`src/rtl/regbus_host_bridge.sv`:
```
// Byte-stream command decoder that initiates register-bus reads and writes
// on behalf of a host, returning read data as two response bytes.
module regbus_host_bridge #(
  parameter int unsigned TIMEOUT_CYCLES = 65535
) (
  input  logic        clk,
  input  logic        reset,
  input  logic [7:0]  rx_data,
  input  logic        rx_valid,
  output logic        rx_ready,
  output logic [7:0]  tx_data,
  output logic        tx_valid,
  input  logic        tx_ready,
  output logic [6:0]  register_index,
  output logic        register_read,
  output logic        register_write,
  output logic [15:0] register_write_value,
  input  logic [15:0] register_read_value,
  output logic        cmd_timeout
);

  typedef enum logic [2:0] {
    IDLE, WR_HI, WR_LO, WR_ISSUE, RD_ISSUE, RD_WAIT, TX_HI, TX_LO
  } state_t;

  localparam logic [15:0] TO_LAST = 16'(TIMEOUT_CYCLES - 1);

  state_t      state, state_nxt;
  logic [15:0] to_cnt;
  logic [15:0] hold;
  logic        in_wr;
  logic        rx_acc;
  logic        to_hit;

  assign in_wr  = (state == WR_HI) || (state == WR_LO);
  assign rx_acc = rx_valid && rx_ready;
  // An accepted byte in the limit cycle takes priority over the timeout.
  assign to_hit = in_wr && !rx_acc && (to_cnt == TO_LAST) && !reset;

  always_ff @(posedge clk) begin
    if (reset) state <= IDLE;
    else       state <= state_nxt;
  end

  always_comb begin
    state_nxt = state;
    unique case (state)
      IDLE:     if (rx_acc) state_nxt = rx_data[7] ? WR_HI : RD_ISSUE;
      WR_HI:    if (rx_acc) state_nxt = WR_LO;
                else if (to_hit) state_nxt = IDLE;
      WR_LO:    if (rx_acc) state_nxt = WR_ISSUE;
                else if (to_hit) state_nxt = IDLE;
      WR_ISSUE: state_nxt = IDLE;
      RD_ISSUE: state_nxt = RD_WAIT;
      RD_WAIT:  state_nxt = TX_HI;
      TX_HI:    if (tx_ready) state_nxt = TX_LO;
      TX_LO:    if (tx_ready) state_nxt = IDLE;
      default:  state_nxt = IDLE;
    endcase
  end

  // Outputs are forced to their idle values while reset is held.
  always_comb begin
    rx_ready       = 1'b0;
    register_read  = 1'b0;
    register_write = 1'b0;
    tx_valid       = 1'b0;
    tx_data        = 8'h00;
    cmd_timeout    = to_hit;
    if (!reset) begin
      unique case (state)
        IDLE, WR_HI, WR_LO: rx_ready = 1'b1;
        WR_ISSUE:           register_write = 1'b1;
        RD_ISSUE:           register_read = 1'b1;
        TX_HI: begin
          tx_valid = 1'b1;
          tx_data  = hold[15:8];
        end
        TX_LO: begin
          tx_valid = 1'b1;
          tx_data  = hold[7:0];
        end
        default: ;
      endcase
    end
  end

  always_ff @(posedge clk) begin
    if (reset) begin
      register_index       <= '0;
      register_write_value <= '0;
      to_cnt               <= '0;
    end else begin
      if (rx_acc) begin
        unique case (state)
          IDLE:    register_index <= rx_data[6:0];
          WR_HI:   register_write_value[15:8] <= rx_data;
          WR_LO:   register_write_value[7:0]  <= rx_data;
          default: ;
        endcase
      end
      if (rx_acc || !in_wr) to_cnt <= '0;
      else                  to_cnt <= to_cnt + 16'd1;
    end
  end

  // Read data arrives one cycle after the strobe and is held for both tx bytes.
  always_ff @(posedge clk) begin
    if (state == RD_WAIT) hold <= register_read_value;
  end

endmodule

```
`config.mk`:
```
export PLATFORM = sky130hd
export DESIGN_NAME = regbus_host_bridge
export DESIGN_NICKNAME = d
export VERILOG_FILES = /design/src/rtl/regbus_host_bridge.sv
export SDC_FILE = /design/constraint.sdc
export NUM_CORES = 1
export LEC_CHECK = 0
export ABC_AREA = 1
export BUFFER_PORTS_ARGS = -buffer_cell sky130_fd_sc_hd__buf_2
export CAP_MARGIN = 20
export CORE_UTILIZATION = 47
export DETAILED_ROUTE_END_ITERATION = 12
export GPL_ROUTABILITY_DRIVEN = 0
export HOLD_SLACK_MARGIN = 0.08
export PLACE_DENSITY = 0.76
export SLEW_MARGIN = 20
export SYNTH_ARGS = -nofsm -noshare
export SYNTH_HDL_FRONTEND = slang
export SYNTH_SLANG_ARGS = --single-unit
```
`constraint.sdc`:
```
create_clock -name clk -period 2.35 [get_ports clk]
set_input_delay 0.47 -clock clk [delete_from_list [all_inputs] [get_ports clk]]
set_output_delay 0.47 -clock clk [all_outputs]
set_load 0.01 [all_outputs]
```
==> metrics, run 1 <==
CTS tree done; Crit path largest cell delay 0.50 ns; H-Tree Depth 3; synth warn 0; Final #Nets 407; post-synthesis cell count 305; Final Max Tran Viols 0; unrepaired setup endpoints after global routing false; Area Overhead vs Synth 24.4%; CP Capture Type primary output; Max VDD drop 0.000460 V; ANT nets after route 0; max frequency 0.464 GHz; num ports 64; worst clock skew 0.00829 ns; antenna violations before repair 0; Max Cap Viol 0; Static Leakage 1.37 nW; Seq/Total Area, Yosys 53.5%; CTS max path bufs 2; most used cell, CP nand2_1; Die Y-Extent 74.5 um; WL final 5200 um; Tcrit/Tclk final 91.6%; number of synthesized flops with an enable pin 16; CP required 1.88 ns; Top delay family on crit path simple AND/OR/NAND/NOR gates; headroom to the max-slew limit 75.7%; pin count of the biggest net entering global routing 23; outcome finished clean; synthesized area per cell 8.10 um2; PortBufs 63; Post-Syn Nets 335; clk sinks 58; CP Launch Type register; # hold bufs at CTS 0; Vias/cell 4.89; worst-margin pin slew 0.365 ns; critical path fanouts, max 8; Most used DFF post-synth dfxtp_1; Rows 26; number of distinct library cells after synthesis 25; Cell Area, Synth 0.00247 mm2; Final setup viols 0; Buf/Inv on CP 1; Skew-Pair Late Insertion Delay 0.33 ns; crit path time final 2.15 ns; die width 74.5 um; Initial Util 48.7%; number of synthesized register bits 58; critical path, cell by cell nand2_1 > nor2_2 > nand2_1 > a21oi_1 > buf_2; first-pass GRT wire length 7970 um; ys async rst share 0%; HPWL after detailed placement 3720 um; GRT Overall Usage 19.4%; ANT cells 0; DRT iter0 DRCs 118; vias in the first global route 1839; CTS Root Cell clkbuf_8; clock transition at the registers of the reported paths 0.07 ns; vias 2210; worst min path class input pin to register; Final Hold Viols 0; routed wire length per instance 11.5 um; Final Util 60.6%; DR DRC count 0; WP data arrival 1.68 ns; WS Path Type register to primary output; layout cells sized above 1 25.4%; Critical-path top delay cell dfxtp_1; Final TNS setup 0 ns; core area 0.00507 mm2; Die ar. 0.00555 mm2; Detailed Routing Iterations Pass 1 4; Pwr Density 838 mW/mm2; grt total ovfl 0; Num CTS Buffers 9
==> kinds of logic after synthesis <==
logic type                 Yosys count  share of synthesized area, %
AOI/OAI and AO/OA                   57                          12.1
xor gates and xnor gates             1                         0.355
adders and majority gates            2                          1.01
buffers and inverters               41                          6.53
DFF                                 58                          53.5
and+or+nand+nor                    146                          26.5
==> sequential cells by signal, indices dropped and copies added (netlist names) <==
signal	count
hold	16
register_write_value	16
register_index	7
state	3
to_cnt	16
==> synth_stat cells (2+ instances only) <==
cell	n	area [um2]
nor2_4	5	56.3
nor3_1	6	30.0
o21ai_0	25	125
nand4_1	2	12.5
inv_1	34	128
nand2_2	2	12.5
nand3_1	16	80.1
nor2_1	56	210
ha_1	2	25.0
a21oi_1	29	145
inv_2	3	11.3
dfxtp_1	42	841
nand2_1	54	203
edfxtp_1	16	480
clkbuf_1	3	11.3
==> per-layer routing <==
layer  up-vias  wire (um)  track usage (%)
met2        67       2380             30.2
met4         0        112             11.3
li1       1132          -                -
met3        11        264             4.61
met5         -          0                0
met1      1000       2450             24.6
==> stage by stage <==
| step | hold slack, ns | instances | power [mW] | cell area [um2] | worst slack (ns) |
|---|---|---|---|---|---|
| finish | 0.307 | 452 | 2.57 | 3070 | 0.197 |
| detailed placement | 0.441 | 436 | 1.72 | 2870 | 0.376 |
| CTS | 0.290 | 452 | 2.59 | 3060 | 0.00205 |
| global placement | 0.435 | 436 | 1.70 | 2870 | 0.426 |
| floorplan | 0.417 | 305 | 1.56 | 2470 | 0.178 |
| global route | 0.288 | 452 | 2.71 | 3070 | 0.0169 |
==> timing repair <==
| action | in CTS | in global routing |
|---|---|---|
| resized for setup | 0 | 3 |
| endpoints found under the setup margin | 0 | 8 |
| endpoints found under the hold margin | 0 | 0 |
| setup buffers | 0 | 0 |
==> report_power, final <==
part / internal (mW) / total [mW] / switching (mW)
Combinational: 0.180 / 0.534 / 0.354
Sequential: 1.11 / 1.17 / 0.0594
Clock: 0.495 / 0.867 / 0.372
==> final cells by class <==
cell class	count	area, um2
clock buffers	14	183
clock inverters	2	10.0
fillers	479	2000
inverters	37	139
multi-input cells	206	1000
flip-flops and latches	58	1320
well taps	70	87.6
repair buffers	65	330
==> cells in the final DEF (no fill, tap or decap), types with 2 or more instances in the layout <==
master    netlist  routed
a21oi_1        29      29
buf_2           0      63
buf_4           0       2
clkbuf_8        0      13
clkinv_2        0       2
dfxtp_1        42      42
edfxtp_1       16      16
ha_1            2       2
inv_1          34      34
inv_2           3       3
nand2_1        54      54
nand2_2         2       2
nand3_1        16      16
nand4_1         2       2
nor2_1         56      54
nor2_4          5       6
nor3_1          6       5
o21ai_0        25      25
==> final timing paths <==
kind,start,to,slack (ns),cells after the start
max reg2reg,to_cnt[1]$_SDFF_PP0_,to_cnt[14]$_SDFF_PP0_,0.81,8
min,register_read_value[3],hold[3]$_DFFE_PP_,0.31,1
max,state[2]$_SDFFE_PP0P_,tx_data[1],0.20,5
min reg2reg,to_cnt[0]$_SDFF_PP0_,to_cnt[0]$_SDFF_PP0_,0.45,1
Power figures use the tool's default switching activity.
==> run 2: changes to the inputs <==
Settings changed: ABC_AREA 1 to default, CAP_MARGIN 20 to 0, SLEW_MARGIN 20 to default.
==> metrics, run 2 <==
ys async rst share 0% (unchanged); Hold Path End hold[0]$_DFFE_PP_; CP Capture Type primary output; Cell Area, Synth 0.00238 mm2 (-3.5%); busiest grt layer met2; DR DRC count 0 (unchanged); WS Path Type register to primary output; PortBufs 63 (unchanged); headroom to the max-slew limit 53.7% (-22 points); core area 0.00479 mm2 (-5.7%); Static Leakage 1.34 nW (-2.6%); Final Util 62.6% (+2.1 points); number of distinct library cells after synthesis 33 (+32%); Max Cap Viol 0 (unchanged); number of synthesized flops with an enable pin 16 (unchanged); Setup Buffers After CTS 0 (unchanged); Detailed Routing Iterations Pass 1 4 (unchanged); synth cell count leaders dfxtp_1, nor2_1, mux2i_1; CTS Root Cell clkbuf_8; ANT cells 0 (unchanged); clock transition at the registers of the reported paths 0.06 ns (about the same); CP required 1.88 ns (about the same); vias 1867 (-16%); Num CTS Buffers 9 (unchanged); met3 GRT Util 7.60% (+3.0 points); synthesized area per cell 10.3 um2 (+27%); # hold bufs at CTS 0 (unchanged); met2 usage 34.1% (+3.8 points); vias in the first global route 1799 (-2.2%); HPWL after detailed placement 3370 um (-9.4%); number of synthesized register bits 58 (unchanged); leading cell type by number of instances after synthesis dfxtp_1; critical path fanouts, max 2 (-6); Most used DFF post-synth dfxtp_1; Die Y-Extent 73.2 um (-1.7%); WL final 4760 um (-8.5%); met1 usage 20.4% (-4.1 points); Tcrit/Tclk final 90.0% (-1.7 points); Final Hold Viols 0 (unchanged); die width 73.2 um (-1.7%); Vias/cell 5.03 (+2.9%); GRT Overall Usage 19.8% (+0.37 points); pin count of the biggest net entering global routing 21 (-8.7%); Final Max Tran Viols 0 (unchanged); crit path time final 2.11 ns (-0.0388 ns); hold path start register_read_value[0]; WP data arrival 1.64 ns (-0.04 ns); first-pass GRT wire length 7760 um (-2.6%); hold depth 1 (unchanged); Worst R2R Path Depth 5 (-3); Final #Nets 330 (-19%); Pwr Density 733 mW/mm2 (-12%); worst clock skew 0.00610 ns (-0.00219 ns); max frequency 0.473 GHz (+1.8%); placed instance count 356 (-18%); capturing point of the worst reg2reg path to_cnt[12]$_SDFF_PP0_; antenna violations before repair 0 (unchanged); synth warn 0 (unchanged); routed wire length per instance 12.8 um (+11%); Finished Layout Cells 371 (-18%); layout cells sized above 1 28.9% (+3.6 points); Final setup viols 0 (unchanged); unrepaired setup endpoints after global routing false; Final TNS setup 0 ns (unchanged); worst setup margin 0.236 ns (+0.0388 ns); Reg-to-Reg Start state[0]$_SDFFE_PP0P_; Placement Setup Slack 0.362 ns (-0.0138 ns); CTS max path bufs 2 (unchanged); Die ar. 0.00536 mm2 (-3.4%); top cells by area, synth dfxtp_1, edfxtp_1, mux2i_1; Skew-Pair Late Insertion Delay 0.33 ns (about the same); Max VDD drop 0.000581 V (+26%); CTS resizes 0 (unchanged); clk sinks 58 (unchanged); Seq/Total Area, Yosys 55.4% (+1.9 points); DRT iter0 DRCs 60 (-49%); worst-margin pin slew 0.694 ns (+0.329 ns); Rows 25 (-3.8%); num ports 64 (unchanged); worst min path class input pin to register; H-Tree Depth 3 (unchanged); Area Overhead vs Synth 25.8%; commonest non-fill, non-tap cell in the layout buf_2; Yosys top cell area share 35.3% (+1.2 points); Post-Syn Nets 261 (-22%); biggest regs hold (16), register_write_value (16), to_cnt (16); Initial Util 49.8% (+1.1 points); most frequent cells in the layout buf_2, dfxtp_1, nor2_1; CP Launch Type register; area leader, netlist dfxtp_1; outcome finished clean; grt total ovfl 0 (unchanged); ANT nets after route 0 (unchanged); R2R setup slack 0.59 ns (-0.22 ns); CTS tree done; fillers 416 (-13%); post-synthesis cell count 231 (-24%)
## run 2: how the worst max path moves through the flow
stage / from / end / cells past startpoint
final: state[0]$_SDFFE_PP0P_ / cmd_timeout / 4
after CTS: state[0]$_SDFFE_PP0P_ / cmd_timeout / 4
after detailed placement: reset / cmd_timeout / 4
after floorplan: reset / cmd_timeout / 4
after global placement: reset / cmd_timeout / 4
after global routing: to_cnt[8]$_SDFF_PP0_ / cmd_timeout / 4
## run 2: logic make-up after synthesis
group / Yosys count / share of synthesized area [%]
compound gates: 16 / 4.09
mux: 25 / 10.5
buf+inv: 18 / 3.57
xor+xnor: 14 / 5.14
flops: 58 / 55.4
simple gates: 98 / 20.2
fa+ha+maj: 2 / 1.05
## run 2: stage by stage
step	hold slack, ns	total power, mW	cell area (um2)
global route	0.285	2.29	3000
detailed placement	0.446	1.25	2780
floorplan	0.425	1.18	2380
global placement	0.441	1.25	2780
finish	0.312	2.20	3000
CTS	0.295	2.23	3000
## run 2: cell type report
class | instances | area [um2] | share of cell area [%]
clock buffer | 14 | 184 | 6.14
tap | 67 | 83.8 | 2.80
inverter | 3 | 11.3 | 0.376
clock inverter | 1 | 30.0 | 1.00
sequential | 58 | 1320 | 44.1
timing repair buffer | 73 | 390 | 13.0
multi-input combinational | 155 | 977 | 32.6
## run 2: where the power goes
group          switching (mW)  internal (mW)  total [mW]
logic                  0.0955         0.0745       0.170
clock network           0.363          0.607       0.970
registers             0.00986           1.05        1.06
total                   0.468           1.73        2.20
## run 2: per-layer routing
| layer | vias to the layer above | wire [um] |
|---|---|---|
| li1 | 940 | - |
| met1 | 863 | 2030 |
| met2 | 52 | 2340 |
| met3 | 12 | 243 |
| met4 | 0 | 138 |
| met5 | - | 0 |
## run 2: worst max-delay path: stages (launching register included)
cell,delay [ns]
dfxtp_1,0.32
xnor2_1,0.15
or4_4,0.43
nor3_1,0.24
buf_2,0.17
